==> config.mk <==
export PLATFORM = sky130hd
export DESIGN_NAME = uib_lsu_master
export DESIGN_NICKNAME = d
export VERILOG_FILES = /design/src/rtl/uib_lsu_master.sv
export SDC_FILE = /design/constraint.sdc
export NUM_CORES = 1
export LEC_CHECK = 0
export ABC_AREA = 0
export CAP_MARGIN = 20
export CORE_AREA = 4 4 111 113
export CTS_CLUSTER_DIAMETER = 200
export DETAILED_ROUTE_END_ITERATION = 8
export DIE_AREA = 0 0 115 117
export PLACE_DENSITY = 0.95
export SLEW_MARGIN = 20
export SYNTH_ARGS = -nofsm -noshare
export SYNTH_HDL_FRONTEND = slang
export SYNTH_SLANG_ARGS = --single-unit
==> constraint.sdc <==
create_clock -name clk -period 6.05 [get_ports clk]
set_clock_uncertainty 0.05 [all_clocks]
set_input_delay 1.21 -clock clk [delete_from_list [all_inputs] [get_ports clk]]
set_output_delay 1.21 -clock clk [all_outputs]
set_load 0.05 [all_outputs]
==> src/rtl/uib_lsu_master.sv <==
// uib_lsu_master
//
// Load/store bus master placed directly in front of the main memory slave on
// the UIB bus. It accepts one CPU request at a time, rejects misaligned or
// reserved-size requests without touching the bus, otherwise issues a single
// one-cycle UIB access, waits the slave's fixed read latency for loads, and
// returns the extracted and extended load data with a one-cycle pulse.
//
// Handshake: a request transfers on a rising clk edge where cpu_valid=1 and
// cpu_ready=1. cpu_ready is high only while idle; cpu_valid and the request
// fields are ignored (and may change freely) whenever cpu_ready=0. There is no
// back-pressure on the response: rsp_valid is a single-cycle pulse.
//
// Ports
//   clk           system clock, rising edge
//   rst           asynchronous reset, active low
//   cpu_valid     request present
//   cpu_ready     request can be accepted (idle)
//   cpu_wen       1 = store, 0 = load
//   cpu_size      00 byte, 01 half, 10 word, 11 reserved
//   cpu_unsigned  load zero-extends when 1, sign-extends when 0
//   cpu_addr      byte address
//   cpu_wdata     store data, right-aligned
//   rsp_valid     one-cycle completion pulse
//   rsp_rdata     extended load data (0 for stores and errors)
//   rsp_err       misaligned access or reserved size
//   bus_req       UIB access strobe (one cycle per access)
//   bus_wen       UIB write enable
//   bus_mode      UIB size mode, same encoding as cpu_size
//   bus_addr      UIB byte address
//   bus_dat_o     UIB write data, positioned on the addressed lanes
//   bus_dat_i     UIB read data, full word, disabled lanes read 0
//   dbg_state     current FSM state (0 IDLE, 1 ISSUE, 2 WAIT, 3 DONE)

module uib_lsu_master #(
    parameter int XLEN       = 32,
    parameter int ADDR_WIDTH = 32,
    parameter int RD_LAT     = 1
) (
    input  logic                  clk,
    input  logic                  rst,
    input  logic                  cpu_valid,
    output logic                  cpu_ready,
    input  logic                  cpu_wen,
    input  logic [1:0]            cpu_size,
    input  logic                  cpu_unsigned,
    input  logic [ADDR_WIDTH-1:0] cpu_addr,
    input  logic [XLEN-1:0]       cpu_wdata,
    output logic                  rsp_valid,
    output logic [XLEN-1:0]       rsp_rdata,
    output logic                  rsp_err,
    output logic                  bus_req,
    output logic                  bus_wen,
    output logic [1:0]            bus_mode,
    output logic [ADDR_WIDTH-1:0] bus_addr,
    output logic [XLEN-1:0]       bus_dat_o,
    input  logic [XLEN-1:0]       bus_dat_i,
    output logic [1:0]            dbg_state
);

    typedef enum logic [1:0] {
        S_IDLE  = 2'd0,
        S_ISSUE = 2'd1,
        S_WAIT  = 2'd2,
        S_DONE  = 2'd3
    } state_t;

    localparam logic [2:0] RD_LAT_CNT = 3'(RD_LAT);

    state_t      state;
    logic [1:0]  addr_lo_q;
    logic [1:0]  size_q;
    logic        uns_q;
    logic        wen_q;
    logic [2:0]  wait_cnt;

    logic            req_err;
    logic [XLEN-1:0] wdata_lane;
    logic [XLEN-1:0] rd_shift;
    logic [XLEN-1:0] load_ext;

    assign dbg_state = state;

    // Alignment / size legality of the request currently offered.
    always_comb begin
        req_err = 1'b0;
        case (cpu_size)
            2'b00:   req_err = 1'b0;
            2'b01:   req_err = cpu_addr[0];
            2'b10:   req_err = |cpu_addr[1:0];
            default: req_err = 1'b1;
        endcase
    end

    // Store data moved onto the byte lanes selected by the low address bits.
    // Computed from the live request so it can be registered at acceptance.
    always_comb begin
        wdata_lane = '0;
        if (cpu_wen) begin
            case (cpu_size)
                2'b00:   wdata_lane = XLEN'(cpu_wdata[7:0]) << {cpu_addr[1:0], 3'b000};
                2'b01:   wdata_lane = XLEN'(cpu_wdata[15:0]) << {cpu_addr[1], 4'b0000};
                default: wdata_lane = cpu_wdata;
            endcase
        end
    end

    // Load lane extraction and extension from the latched request fields.
    always_comb begin
        rd_shift = bus_dat_i >> {addr_lo_q, 3'b000};
        load_ext = bus_dat_i;
        case (size_q)
            2'b00: load_ext = uns_q ? {{(XLEN-8){1'b0}}, rd_shift[7:0]}
                                    : {{(XLEN-8){rd_shift[7]}}, rd_shift[7:0]};
            2'b01: load_ext = uns_q ? {{(XLEN-16){1'b0}}, rd_shift[15:0]}
                                    : {{(XLEN-16){rd_shift[15]}}, rd_shift[15:0]};
            default: load_ext = bus_dat_i;
        endcase
    end

    // All outputs are registered; each is set on the edge that enters the
    // state in which it must be visible, and cleared on the edge that leaves.
    always_ff @(posedge clk or negedge rst) begin
        if (!rst) begin
            state     <= S_IDLE;
            cpu_ready <= 1'b1;
            rsp_valid <= 1'b0;
            rsp_rdata <= '0;
            rsp_err   <= 1'b0;
            bus_req   <= 1'b0;
            bus_wen   <= 1'b0;
            bus_mode  <= '0;
            bus_addr  <= '0;
            bus_dat_o <= '0;
            addr_lo_q <= '0;
            size_q    <= '0;
            uns_q     <= 1'b0;
            wen_q     <= 1'b0;
            wait_cnt  <= '0;
        end else begin
            case (state)
                S_IDLE: begin
                    if (cpu_valid) begin
                        addr_lo_q <= cpu_addr[1:0];
                        size_q    <= cpu_size;
                        uns_q     <= cpu_unsigned;
                        wen_q     <= cpu_wen;
                        cpu_ready <= 1'b0;
                        if (req_err) begin
                            // Rejected: respond next cycle, never touch the bus.
                            state     <= S_DONE;
                            rsp_valid <= 1'b1;
                            rsp_err   <= 1'b1;
                            rsp_rdata <= '0;
                        end else begin
                            state     <= S_ISSUE;
                            bus_req   <= 1'b1;
                            bus_wen   <= cpu_wen;
                            bus_mode  <= cpu_size;
                            bus_addr  <= cpu_addr;
                            bus_dat_o <= wdata_lane;
                        end
                    end
                end
                S_ISSUE: begin
                    bus_req   <= 1'b0;
                    bus_wen   <= 1'b0;
                    bus_mode  <= '0;
                    bus_addr  <= '0;
                    bus_dat_o <= '0;
                    if (wen_q) begin
                        state     <= S_DONE;
                        rsp_valid <= 1'b1;
                        rsp_err   <= 1'b0;
                        rsp_rdata <= '0;
                    end else begin
                        // First WAIT cycle is already RD_LAT=1 after bus_req.
                        state    <= S_WAIT;
                        wait_cnt <= 3'd1;
                    end
                end
                S_WAIT: begin
                    if (wait_cnt == RD_LAT_CNT) begin
                        state     <= S_DONE;
                        rsp_valid <= 1'b1;
                        rsp_err   <= 1'b0;
                        rsp_rdata <= load_ext;
                    end else begin
                        wait_cnt <= wait_cnt + 3'd1;
                    end
                end
                S_DONE: begin
                    state     <= S_IDLE;
                    cpu_ready <= 1'b1;
                    rsp_valid <= 1'b0;
                    rsp_rdata <= '0;
                    rsp_err   <= 1'b0;
                end
                default: state <= S_IDLE;
            endcase
        end
    end

endmodule

======== Yosys cells after proc, flatten, opt, wreduce, memory -nomap -nowiden ========
Index checks and enable logic that the tools add are counted.
word-level totals
  register bits after elaboration ......... 114
  latch bits .............................. 0
  bits in writable memories ............... 0
  ROM bits ................................ 0
  bits of input ports ..................... 103
  output and inout port bits .............. 105
  memories ................................ 0
operators by class
  add/sub/neg operators ................... 1
  multiply operators ...................... 0
  divide/modulo/power cells ............... 0
  $lt $le $gt $ge ......................... 0
  equal/unequal tests ..................... 14
  shift operators ......................... 3
  multiplexer cells ....................... 44
  bitwise logic cells ..................... 0
  reductions and logical operators ........ 13
operators with widths
  kind                                                  number
  two-way mux 32 bit                                    11
  one-hot mux 32 bit (2 select lines)                   4
  one-hot mux 32 bit (4 select lines)                   1
  << shifter 16 x 5 -> 32 bit                           1
  << shifter 8 x 5 -> 32 bit                            1
  >> shifter 32 x 5 -> 16 bit                           1
  != test 2 bit (second input constant)                 7
  two-way mux 1 bit                                     12
  two-way mux 2 bit                                     5
  one-hot mux 1 bit (4 select lines)                    2
  one-hot mux 2 bit (4 select lines)                    1
  equality test 2 x 1 -> 1 bit (second input constant)  3
  equality test 2 bit (second input constant)           3
  logical NOT 2 bit                                     3
  two-way mux 3 bit                                     2
  one-hot mux 1 bit (2 select lines)                    3
  one-hot mux 3 bit (2 select lines)                    1
  AND reduction 2 bit                                   3
  AND reduction 3 bit                                   2
  nonzero test 2 bit                                    3
  one-hot mux 2 bit (2 select lines)                    1
  AND reduction 4 bit                                   1
  adder 3 x 1 -> 3 bit (second input constant)          1
  equality test 3 x 1 -> 1 bit (second input constant)  1
  2 further kinds                                       2

======== Depth between registers and ports, before layout ========
  word-level depth ........................ 6
  mapped depth ............................ 8
  gate-level depth less buffers ........... 6

======== Worst setup path before layout ========
OpenSTA, ideal clock, no wires.
  path kind ............................... input port to flip-flop
  start ................................... input port bus_dat_i[7]
  end ..................................... register rsp_rdata[15]
  setup time .............................. 0.122 ns
  data arrival time ....................... 2.443 ns
  data required time ...................... 5.878 ns
  setup slack ............................. 3.435 ns
  stages on the path ...................... 4
  path buffers ............................ 0
  path through ............................ mux2_4 > a222oi_1 > nand2_1 > a32o_1
on the way
  word-level cells in the longest chain between the ends .. 5
  elaborated cells on any way between the ends .. 6
  those cells by class .................... 1 x shift; 5 x mux
ends and longest elaborated chain
  element                                  line      text
  start: declaration                       57        input logic [XLEN-1:0] bus_dat_i,
  >> shifter 32 x 5 -> 16 bit (*)          110       rd_shift = bus_dat_i >> {addr_lo_q, 3'b000};
  two-way mux 32 bit (on tied branches)    115, 113
  one-hot mux 32 bit (2 select lines) (*)  112       case (size_q)
  two-way mux 32 bit (*)                   183       if (wait_cnt == RD_LAT_CNT) begin
  one-hot mux 32 bit (4 select lines) (*)  141       case (state)
  end signal: assignment                   187       rsp_rdata <= load_ext;
  end: declaration                         50        output logic [XLEN-1:0] rsp_rdata,
Mark *: on every way between the ends. The rest lies on a longest branch, timed or not. The select of a mux whose other input is x is not followed.
A chain may end at the register's enable or synchronous reset.

======== Worst setup path in the final report ========
  start ................................... input port cpu_size[0]
  end ..................................... register rsp_rdata[29]
on the way
  word-level cells in the longest chain between the ends .. 4
  elaborated cells on any way between the ends .. 6
  those cells by class .................... 3 x eq/ne; 1 x mux; 2 x reduce/logical
ends and longest elaborated chain
  element                                            line  text
  start: declaration                                 45    input logic [1:0] cpu_size,
  equality test 2 bit, or another cell as far along  87    case (cpu_size)
  one-hot mux 1 bit (3 select lines) (*)             87
  != test 2 bit (no source line) (*)                 -
  AND reduction 4 bit (no source line) (*)           -
Mark *: on every way between the ends. The rest lies on a longest branch, timed or not.

==> results.toml <==
[placed_design]
gp_congestion = 0.896
hpwl_um = 12200
portBuffers = 207

[clocking]
hold_buffers = 0
numCtsBuffers = 17
cts_htree_levels = 4
root_buffer = "clkbuf_16"
cts_tree = "yes"
clock_path_buffers = 2
cts_resized = 0
insertion_delay_ns = 0.41
cts_num_sinks = 114
clk_pin_slew_ns = 0.06
postCtsSetupBuffers = 0

[yosys]
synth_flop_cell = "dfrtp_1"
synth_top_cells_by_count = "dfrtp_1, a22o_1, nand2_1"
synth_top_area_cell = "dfrtp_1"
yosysTopAreaCellShare = 0.524
synth_area_leaders = "dfrtp_1, a22o_1, a32o_1"
synth_cell_types = 47
ys_ff_latch = 114
async_flop_share = 1.00
synth-edff-count = 0
syn_nets = 587
synth_warnings = 0
synth_area_um2 = 5390
syn_inst = 477
ys_seq_area_frac = 0.529
avgSynthCellArea_um2 = 11.3
synth_most_common_cell = "dfrtp_1"

[global_routing]
top_usage_layer = "met2"
antenna_found_initial = 0
met1_usage = 0.320
grt.total_usage = 0.261
grt_pass1_vias = 5277
grt_util_met2 = 0.427
grt_overflow = 0
grt_pass1_wl_um = 27300
grt_max_degree = 69
gr-usage-met3 = 0.0776

[cells_and_area]
fin_util = 0.720
final_nets = 778
antenna_cells = 0
syn2layout_area_growth_pct = 51.2
drive_above_1_share = 0.0852
n_fill_cell = 732

[drt]
num_vias = 5120
firstDrtPassIters = 6
routedWlPerCell_um = 21.3
drtIter0Drc = 554
antenna_left = 0
drcViolationCount = 0
vias_per_cell = 6.21
wirelength_um = 17600

[setup_path]
start_kind = "primary input"
reg2reg_slack_ns = 3.44
worstPathArrival_ns = 4.25
critical_path_peak_fanout = 25
cp-end-kind = "flop"
r2r_start = "dbg_state[0]"
cp_data_required_time_ns = 6.34
startpoint = "cpu_size[0]"
worstSetupPathType = "primary input to flop"

[floorplanning]
die_w_um = 115
dieHeight_um = 117
core_region_area_um2 = 11300
initial_core_util = 0.476
dieArea_um2 = 13500
row_count = 39
io_pins = 208

[timing]
worst_pin_slew_ns = 0.990
finalSetupViolCount = 0
clock.fmax_mhz = 252
slew_headroom = 0.338
rsz0062_at_grt = "false"
period_minus_slack_ns = 3.96
slew_violations = 0
finalCritPeriodShare = 0.655
hold_viol_final = 0
finalSetupTns_ns = 0

[pwr]
ir_worst_vdd_mv = 0.349
power.density_nw_per_um2 = 544
leakagePower_nw = 3.43

[status]
outcome = "completed"

[flow_run]
maxCapViolCount = 0

[min_path]
holdCritPathClass = "flop to flop"
min_from = "bus_req"
## layout by cell type, fill, tap and decap left out, types with 2 or more instances in the layout
cell,n
a21oi_1,12
a221oi_1,3
a22o_1,51
a22oi_1,24
a2bb2oi_1,8
a32o_1,24
buf_4,4
bufinv_16,2
clkbuf_16,17
clkdlybuf4s50_1,206
clkinv_4,5
clkinvlp_4,4
dfrtp_1,112
ha_1,7
inv_1,16
inv_6,2
mux2_2,7
mux2_4,2
mux2i_1,11
nand2_1,33
nand2b_1,26
nor2_1,18
nor2b_1,8
nor3_1,4
o2111ai_1,8
o21ai_0,6
o2bb2ai_1,24
o32ai_1,7
## flip-flops by register name, summed over array words and instances, names as in the netlist, 2 cells and up
name       cells
bus_dat_o     32
bus_mode       2
wait_cnt       3
bus_addr      32
size_q         2
dbg_state      2
rsp_rdata     32
addr_lo_q      2
## per-layer routing
| metal | wire length, um | share of wire |
|---|---|---|
| met3 | 1740 | 0.099 |
| met2 | 8520 | 0.48 |
| met4 | 615 | 0.035 |
| met1 | 6700 | 0.38 |
| met5 | 0 | 0 |
## per-stage QoR
| step | power [mW] | cells | cell area, um^2 | setup WS (ns) | hold slack, ns |
|---|---|---|---|---|---|
| final | 4.43 | 824 | 8150 | 2.09 | 0.430 |
| after global routing | 4.61 | 824 | 8150 | 2.05 | 0.452 |
| after CTS | 4.42 | 822 | 8110 | 2.08 | 0.429 |
| after detailed placement | 3.41 | 790 | 7520 | 1.65 | 0.416 |
| after global placement | 3.33 | 790 | 7510 | 1.76 | 0.411 |
| after floorplan | 2.68 | 477 | 5390 | 3.44 | 0.472 |
## area by class of cell
class	count	area [um^2]	area share
flip-flops and latches	114	2860	0.350
clock buffers	18	439	0.0539
multi-input cells	307	2350	0.288
inverters	16	60.1	0.00737
repair buffers	212	2110	0.259
clock inverters	14	156	0.0192
well taps	143	179	0.0220
## logic make-up (layout without fill, tap and decap cells)
kind of cell,Yosys count,count (layout),share of synthesized area
AO/OA/AOI/OAI,180,180,0.278
adder cells (fa/ha/maj),7,7,0.0162
AND/OR/NAND/NOR,100,100,0.0945
buffers and inverters,56,260,0.0415
flip-flops,114,114,0.529
multiplexers,20,20,0.0406
## worst paths after layout
| path | to | depth (start not counted) |
|---|---|---|
| max in group asynchronous | rsp_rdata[23] | 2 |
| min | bus_req | 1 |
| min in group asynchronous | rsp_rdata[3] | 1 |
| max | rsp_rdata[29] | 5 |
| max reg2reg | rsp_rdata[29] | 6 |
| min reg2reg | bus_req | 1 |
## critical path, cell delays in order
cell and delay [ns]:
clkdlybuf4s50_1 1.12, a21oi_1 0.31, o21ai_1 0.38, and4_1 0.89
a32o_1 0.32
## power by group
part	total, mW	switching [mW]	internal, mW
Combinational	2.19	1.41	0.784
Sequential	1.24	0.241	0.999
Clock	0.999	0.377	0.621
Note: power is estimated with default switching activity, not from simulation.
